[src/rtl/ysyx_23060075_pc_ctrl_pkg.sv]
`default_nettype none
// ============================================================================
// Module      : ysyx_23060075_pc_ctrl_pkg
// Description : Shared widths, FSM state codes and the sequential PC step
//               for the fetch/execute sequencer.
// Revision    : 1.0 - initial release
// ============================================================================
package ysyx_23060075_pc_ctrl_pkg;

    localparam int          c_isa_width  = 32;
    localparam int          c_inst_width = 32;
    localparam logic [31:0] c_pc_step    = 32'h4;

    // Sequencer state codes
    localparam logic [1:0]  S_FETCH = 2'd0;
    localparam logic [1:0]  S_WAIT  = 2'd1;
    localparam logic [1:0]  S_EXEC  = 2'd2;
    localparam logic [1:0]  S_HALT  = 2'd3;

    // A control-transfer target must be word aligned
    function automatic logic is_misaligned(input logic [1:0] low_bits);
        return |low_bits;
    endfunction

endpackage
`default_nettype wire

[src/rtl/ysyx_23060075_npc_sel.sv]
`default_nettype none
// ============================================================================
// Module      : ysyx_23060075_npc_sel
// Description : Next-PC priority mux (trap > mret > jump > pc+4) with
//               misalignment redirect of jump/mret targets to the trap vector.
// Revision    : 1.0 - initial release
// ============================================================================
module ysyx_23060075_npc_sel
    import ysyx_23060075_pc_ctrl_pkg::*;
#(
    parameter int ISA_WIDTH = c_isa_width
) (
    input  logic [ISA_WIDTH-1:0] i_pc,
    input  logic                 i_jump_en,
    input  logic [ISA_WIDTH-1:0] i_jump_target,
    input  logic                 i_trap_en,
    input  logic [ISA_WIDTH-1:0] i_trap_vec,
    input  logic                 i_mret_en,
    input  logic [ISA_WIDTH-1:0] i_mepc,
    output logic [ISA_WIDTH-1:0] o_pc_next,
    output logic                 o_exc_misalign
);

    // Priority select; the trap vector itself is trusted and never checked
    always_comb begin
        o_pc_next      = i_pc + ISA_WIDTH'(c_pc_step);
        o_exc_misalign = 1'b0;
        if (i_trap_en) begin
            o_pc_next = i_trap_vec;
        end else if (i_mret_en) begin
            if (is_misaligned(i_mepc[1:0])) begin
                o_pc_next      = i_trap_vec;
                o_exc_misalign = 1'b1;
            end else begin
                o_pc_next = i_mepc;
            end
        end else if (i_jump_en) begin
            if (is_misaligned(i_jump_target[1:0])) begin
                o_pc_next      = i_trap_vec;
                o_exc_misalign = 1'b1;
            end else begin
                o_pc_next = i_jump_target;
            end
        end
    end

endmodule
`default_nettype wire

[src/rtl/ysyx_23060075_pc_ctrl.sv]
`default_nettype none
// ============================================================================
// Module      : ysyx_23060075_pc_ctrl
// Description : Multi-cycle fetch/execute sequencer. Owns the PC register
//               write port, issues IFU fetches, hands instructions to the EXU
//               and counts retired instructions.
// Revision    : 1.0 - initial release
// ============================================================================
module ysyx_23060075_pc_ctrl
    import ysyx_23060075_pc_ctrl_pkg::*;
#(
    parameter int ISA_WIDTH  = c_isa_width,
    parameter int INST_WIDTH = c_inst_width
) (
    input  logic                  clk,
    input  logic                  rst,
    input  logic [ISA_WIDTH-1:0]  pc,
    output logic [ISA_WIDTH-1:0]  pc_next,
    output logic                  pc_en,
    output logic                  ifu_req_valid,
    output logic [ISA_WIDTH-1:0]  ifu_req_addr,
    input  logic                  ifu_req_ready,
    input  logic                  ifu_rsp_valid,
    input  logic [INST_WIDTH-1:0] ifu_rsp_data,
    output logic                  ifu_rsp_ready,
    output logic [INST_WIDTH-1:0] inst,
    output logic                  exu_start,
    input  logic                  exu_done,
    input  logic                  jump_en,
    input  logic [ISA_WIDTH-1:0]  jump_target,
    input  logic                  trap_en,
    input  logic [ISA_WIDTH-1:0]  trap_vec,
    input  logic                  mret_en,
    input  logic [ISA_WIDTH-1:0]  mepc,
    input  logic                  halt,
    output logic                  exc_misalign,
    output logic                  halted,
    output logic [63:0]           instret
);

    logic [1:0]            r_state;
    logic                  r_req_valid;
    logic [INST_WIDTH-1:0] r_inst;
    logic                  r_exu_start;
    logic [63:0]           r_instret;

    logic [ISA_WIDTH-1:0]  w_pc_next;
    logic                  w_misalign;
    logic                  w_retire;

    ysyx_23060075_npc_sel #(
        .ISA_WIDTH (ISA_WIDTH)
    ) u_npc_sel (
        .i_pc           (pc),
        .i_jump_en      (jump_en),
        .i_jump_target  (jump_target),
        .i_trap_en      (trap_en),
        .i_trap_vec     (trap_vec),
        .i_mret_en      (mret_en),
        .i_mepc         (mepc),
        .o_pc_next      (w_pc_next),
        .o_exc_misalign (w_misalign)
    );

    // Retirement happens only in the EXEC cycle where the EXU reports done;
    // redirect controls are meaningful only in that cycle
    assign w_retire = (r_state == S_EXEC) && exu_done;

    // Sequencer FSM with registered request/pulse/instruction outputs.
    // The request valid is registered so it is low while reset is held; after
    // retirement it is raised together with the return to FETCH so the
    // steady-state loop stays at three cycles per instruction.
    always_ff @(posedge clk or negedge rst) begin
        if (!rst) begin
            r_state     <= S_FETCH;
            r_req_valid <= 1'b0;
            r_inst      <= '0;
            r_exu_start <= 1'b0;
            r_instret   <= '0;
        end else begin
            r_exu_start <= 1'b0;
            case (r_state)
                S_FETCH: begin
                    if (!r_req_valid) begin
                        r_req_valid <= 1'b1;
                    end else if (ifu_req_ready) begin
                        r_req_valid <= 1'b0;
                        r_state     <= S_WAIT;
                    end
                end
                S_WAIT: begin
                    if (ifu_rsp_valid) begin
                        r_inst      <= ifu_rsp_data;
                        r_exu_start <= 1'b1;
                        r_state     <= S_EXEC;
                    end
                end
                S_EXEC: begin
                    if (exu_done) begin
                        r_instret <= r_instret + 64'd1;
                        if (halt) begin
                            r_state <= S_HALT;
                        end else begin
                            r_state     <= S_FETCH;
                            r_req_valid <= 1'b1;
                        end
                    end
                end
                S_HALT: begin
                    r_req_valid <= 1'b0;
                end
                default: begin
                    r_state     <= S_FETCH;
                    r_req_valid <= 1'b0;
                end
            endcase
        end
    end

    // Address follows the PC, which cannot change while fetching
    assign ifu_req_valid = r_req_valid;
    assign ifu_req_addr  = pc;
    assign ifu_rsp_ready = (r_state == S_WAIT);
    assign inst          = r_inst;
    assign exu_start     = r_exu_start;
    assign pc_next       = w_pc_next;
    assign pc_en         = w_retire;
    assign exc_misalign  = w_retire && w_misalign;
    assign halted        = (r_state == S_HALT);
    assign instret       = r_instret;

endmodule
`default_nettype wire
[config.mk]
export PLATFORM = sky130hd
export DESIGN_NAME = ysyx_23060075_pc_ctrl
export DESIGN_NICKNAME = d
export VERILOG_FILES = /design/src/rtl/ysyx_23060075_pc_ctrl_pkg.sv /design/src/rtl/ysyx_23060075_npc_sel.sv /design/src/rtl/ysyx_23060075_pc_ctrl.sv
export SDC_FILE = /design/constraint.sdc
export NUM_CORES = 1
export LEC_CHECK = 0
export ABC_AREA = 1
export BUFFER_PORTS_ARGS = -buffer_cell sky130_fd_sc_hd__buf_4
export CELL_PAD_IN_SITES_DETAIL_PLACEMENT = 1
export CELL_PAD_IN_SITES_GLOBAL_PLACEMENT = 1
export CORE_MARGIN = 4
export CORE_UTILIZATION = 36
export DETAILED_ROUTE_END_ITERATION = 7
export PLACE_DENSITY = 0.95
export SLEW_MARGIN = 40
export SYNTH_ARGS = -nofsm -noshare
export SYNTH_HDL_FRONTEND = slang
export SYNTH_HIERARCHICAL = 1
export SYNTH_SLANG_ARGS = --single-unit
[constraint.sdc]
create_clock -name clk -period 5.2 [get_ports clk]
set_clock_uncertainty 0.1 [all_clocks]
set_input_delay 1.56 -clock clk [delete_from_list [all_inputs] [get_ports clk]]
set_output_delay 1.56 -clock clk [all_outputs]
set_load 0.02 [all_outputs]
==> summary.txt <==
Drt
  – Post-route ant nets: 0
  – DR iter-0 viols: 531
  – Drt pass-1 iters: 5
  – Final wirelength: 35400 microns
  – Via Count: 9589
  – DRC viols: 0
  – Via density: 5.27
  – DR WL/cell: 19.4 microns

Setup path
  – Max incr delay on CP: 0.26 ns
  – CP Data Arrival Time: 3.12 ns
  – Crit-path max FO: 5
  – Required @ worst endpoint: 3.54 ns
  – Crit path from: pc[2]
  – Startpoint Class: input pin
  – Critical Path End Type: output pin
  – Critical-path cell list: buf_4 > ha_1 > nand2_1 > nor2_4 > nand2_4 > o21bai_1 > nand3_1 > nand2_1 > nand2_1 > a22oi_1 > buf_4
  – Slowest cell on the critical path: a22oi_1
  – Crit Path Category: input pin to output pin
  – Most frequent CP cell: nand2_1
  – FF-to-FF Start: r_state[0]

Die
  – Die area: 24800 sq um
  – Cell Rows: 54
  – Height of the die: 158 microns
  – Initial Utilization: 36.8%
  – Core area: 21900 sq um
  – Die width: 158 microns
  – IO Count: 335

GRT
  – First-pass GRT wire length: 55100 microns
  – Grt ovf: 0
  – Number of global-route vias before repair: 10200
  – All-Layer GR Usage: 28.0%
  – Antenna violations before repair: 0
  – Largest net degree at the start of global routing: 77

Cells and area
  – Layout cells sized above 1: 28.0%
  – Ant diodes: 0
  – Synth-to-layout area growth: 35.7%
  – Post-layout nets: 1712
  – Post-Layout Cell Count: 1821
  – Post-layout util: 49.9%

Yosys
  – Netlist cell types: 43
  – List of most frequent post-synthesis cells: nand2_1, nor2_1, inv_1, dfrtp_1, nand3_1
  – Syn Nets: 1418
  – Mapped Cells: 1242
  – Synth async-reset ratio: 100%
  – Cell taking the most area after synthesis: dfrtp_1
  – Post-synth EDFFs: 0
  – Avg Synthesized Cell Area: 6.48 sq um
  – Commonest register cell after synthesis: dfrtp_1
  – Yosys Warn Count: 6
  – Mapped cell area: 8050 sq um
  – Synth area leaders: dfrtp_1, nand2_1, nor2_1
  – Synth top area share: 31.1%
  – Most frequent cell after synthesis: nand2_1
  – Number of synthesized register bits: 100
  – Post-synthesis sequential area ratio: 31.1%

Timing
  – Fin crit period: 4.78 ns
  – Final setup viols: 0
  – Setup ws final: 0.417 ns
  – Tightest Pin Transition: 0.741 ns
  – Final Slew Violations: 0
  – Final hold slack: 0.389 ns
  – RSZ-0062 raised after global routing: no
  – Final Hold Fails: 0
  – TNS Setup: 0 ns
  – Fin crit share: 92.0%
  – Worst slew margin: 50.6%
  – Peak Freq: 209 MHz

Job
  – Max cap viols: 0

Place
  – Final HPWL DP: 28700 microns
  – Pre-CTS setup slack: 0.402 ns
  – GP Congestion: 0.999
  – Placed cells: 1805
  – Buffers on Ports: 334

Clock tree
  – Clock net sink count: 100
  – TritonCTS clock tree: done
  – Clock Path Buffers: 2
  – H-Tree Depth: 3
  – TritonCTS Buffers: 9
  – Root buf cell: clkbuf_16
  – Clk_lat worst skew: 0.36 ns
  – CTS clk-pin slew, worst paths: 0.08 ns

Power
  – Clock power frac: 24.2%
  – Cell area power density: 271 nW/um^2
  – Leak: 0.00561 uW
  – Worst VDD drop: 0.000317 V
  – Sequential share of power: 35.0%
  – Switching Fraction: 39.9%
  – Share of total power in combinational logic: 40.8%
  – Sw Pwr: 1180 uW
  – Internal: 1780 uW

Hold path
  – Worst hold path class: register to register
  – Worst Hold Launch: inst[16]

Status
  – Status: finished, final reports clean
## what timing repair did
action	CTS	global route
hold buffers	0	0
endpoints found under the setup margin	0	2
gates resized for setup	0	1
setup buffers	0	0
## path summary, 6_finish.rpt
path | to | slack (ns) | depth (start not counted)
max | pc_next[14] | 0.42 | 11
min | inst[16] | 0.39 | 2
max reg2reg | instret[52] | 2.76 | 11
min reg2reg | inst[16] | 0.39 | 2
max in group asynchronous | inst[30] | 3.01 | 2
min in group asynchronous | instret[58] | 1.11 | 1
## critical path: cells and delay by family
kind / cells / cell delay, ns
buffers and inverters: 2 / 0.31
and+or+nand+nor: 6 / 0.67
AOI/OAI and AO/OA: 2 / 0.39
adders and majority gates: 1 / 0.19
## flip-flops by register name, indices dropped and copies added (netlist names)
register	flops
instret	64
inst	32
r_state	2
exu_start	1
ifu_req_valid	1
## power groups by stage
stage                     Combinational [uW]  Sequential, uW  Clock [uW]
after floorplan                          469            1200           0
after global placement                  1160            1040           0
after detailed placement                1220            1040           0
after CTS                               1220            1040         730
after global routing                    1320            1060         761
final                                   1210            1040         716
## cells in the final DEF, fill, tap and decap left out, types with 2 or more instances in the layout
cell type / instances
nand3_2: 2
o21ai_1: 6
xor2_1: 31
nor2_1: 165
inv_1: 131
and2_2: 2
clkinvlp_4: 2
nor2_4: 15
o211ai_1: 13
o22ai_1: 5
nor3_1: 24
or2_2: 2
nand2_4: 5
nand4_1: 15
and2_1: 3
a31oi_1: 7
inv_2: 8
nand3b_1: 2
a21oi_2: 9
ha_1: 7
buf_4: 347
clkbuf_16: 9
inv_6: 2
buf_12: 2
a22oi_1: 6
nand2_1: 385
dfrtp_1: 100
nor2_2: 15
nand2_2: 5
o21bai_1: 7
xnor2_1: 18
a211oi_1: 6
o21ai_0: 60
a21oi_1: 31
nand3_1: 83
## per-stage QoR
stage / power (uW) / cell area (sq um)
floorplan: 1660 / 8050
global placement: 2200 / 10600
detailed placement: 2260 / 10600
CTS: 2990 / 10900
global route: 3140 / 10900
finish: 2960 / 10900
## kinds of logic (layout without fill, tap and decap cells)
group	after synthesis	count (layout)	share of synthesized area, %
fa+ha+maj	7	7	1.09
flops	100	100	31.1
xor+xnor	49	49	5.33
compound gates	152	152	11.1
simple gates	727	727	39.3
buf+inv	207	506	12.0
## layer usage
layer	part of all wire, %	wire [microns]	track usage (%)	vias to the layer above
met5	0	0	0	-
met4	3.6	1280	10.4	0
met3	9.0	3170	7.40	60
met2	49	17400	50.0	441
met1	38	13500	32.1	4603
li1	-	-	-	4485
## final cells by class
type,count,area [sq um]
Fill cell,2925,11000
Multi-Input combinational cell,935,4580
Timing Repair Buffer,350,2660
Sequential cell,100,2500
Inverter,140,528
Tap cell,280,350
Clock buffer,9,225
Clock inverter,7,83.8
Power figures use the tool's default switching activity.
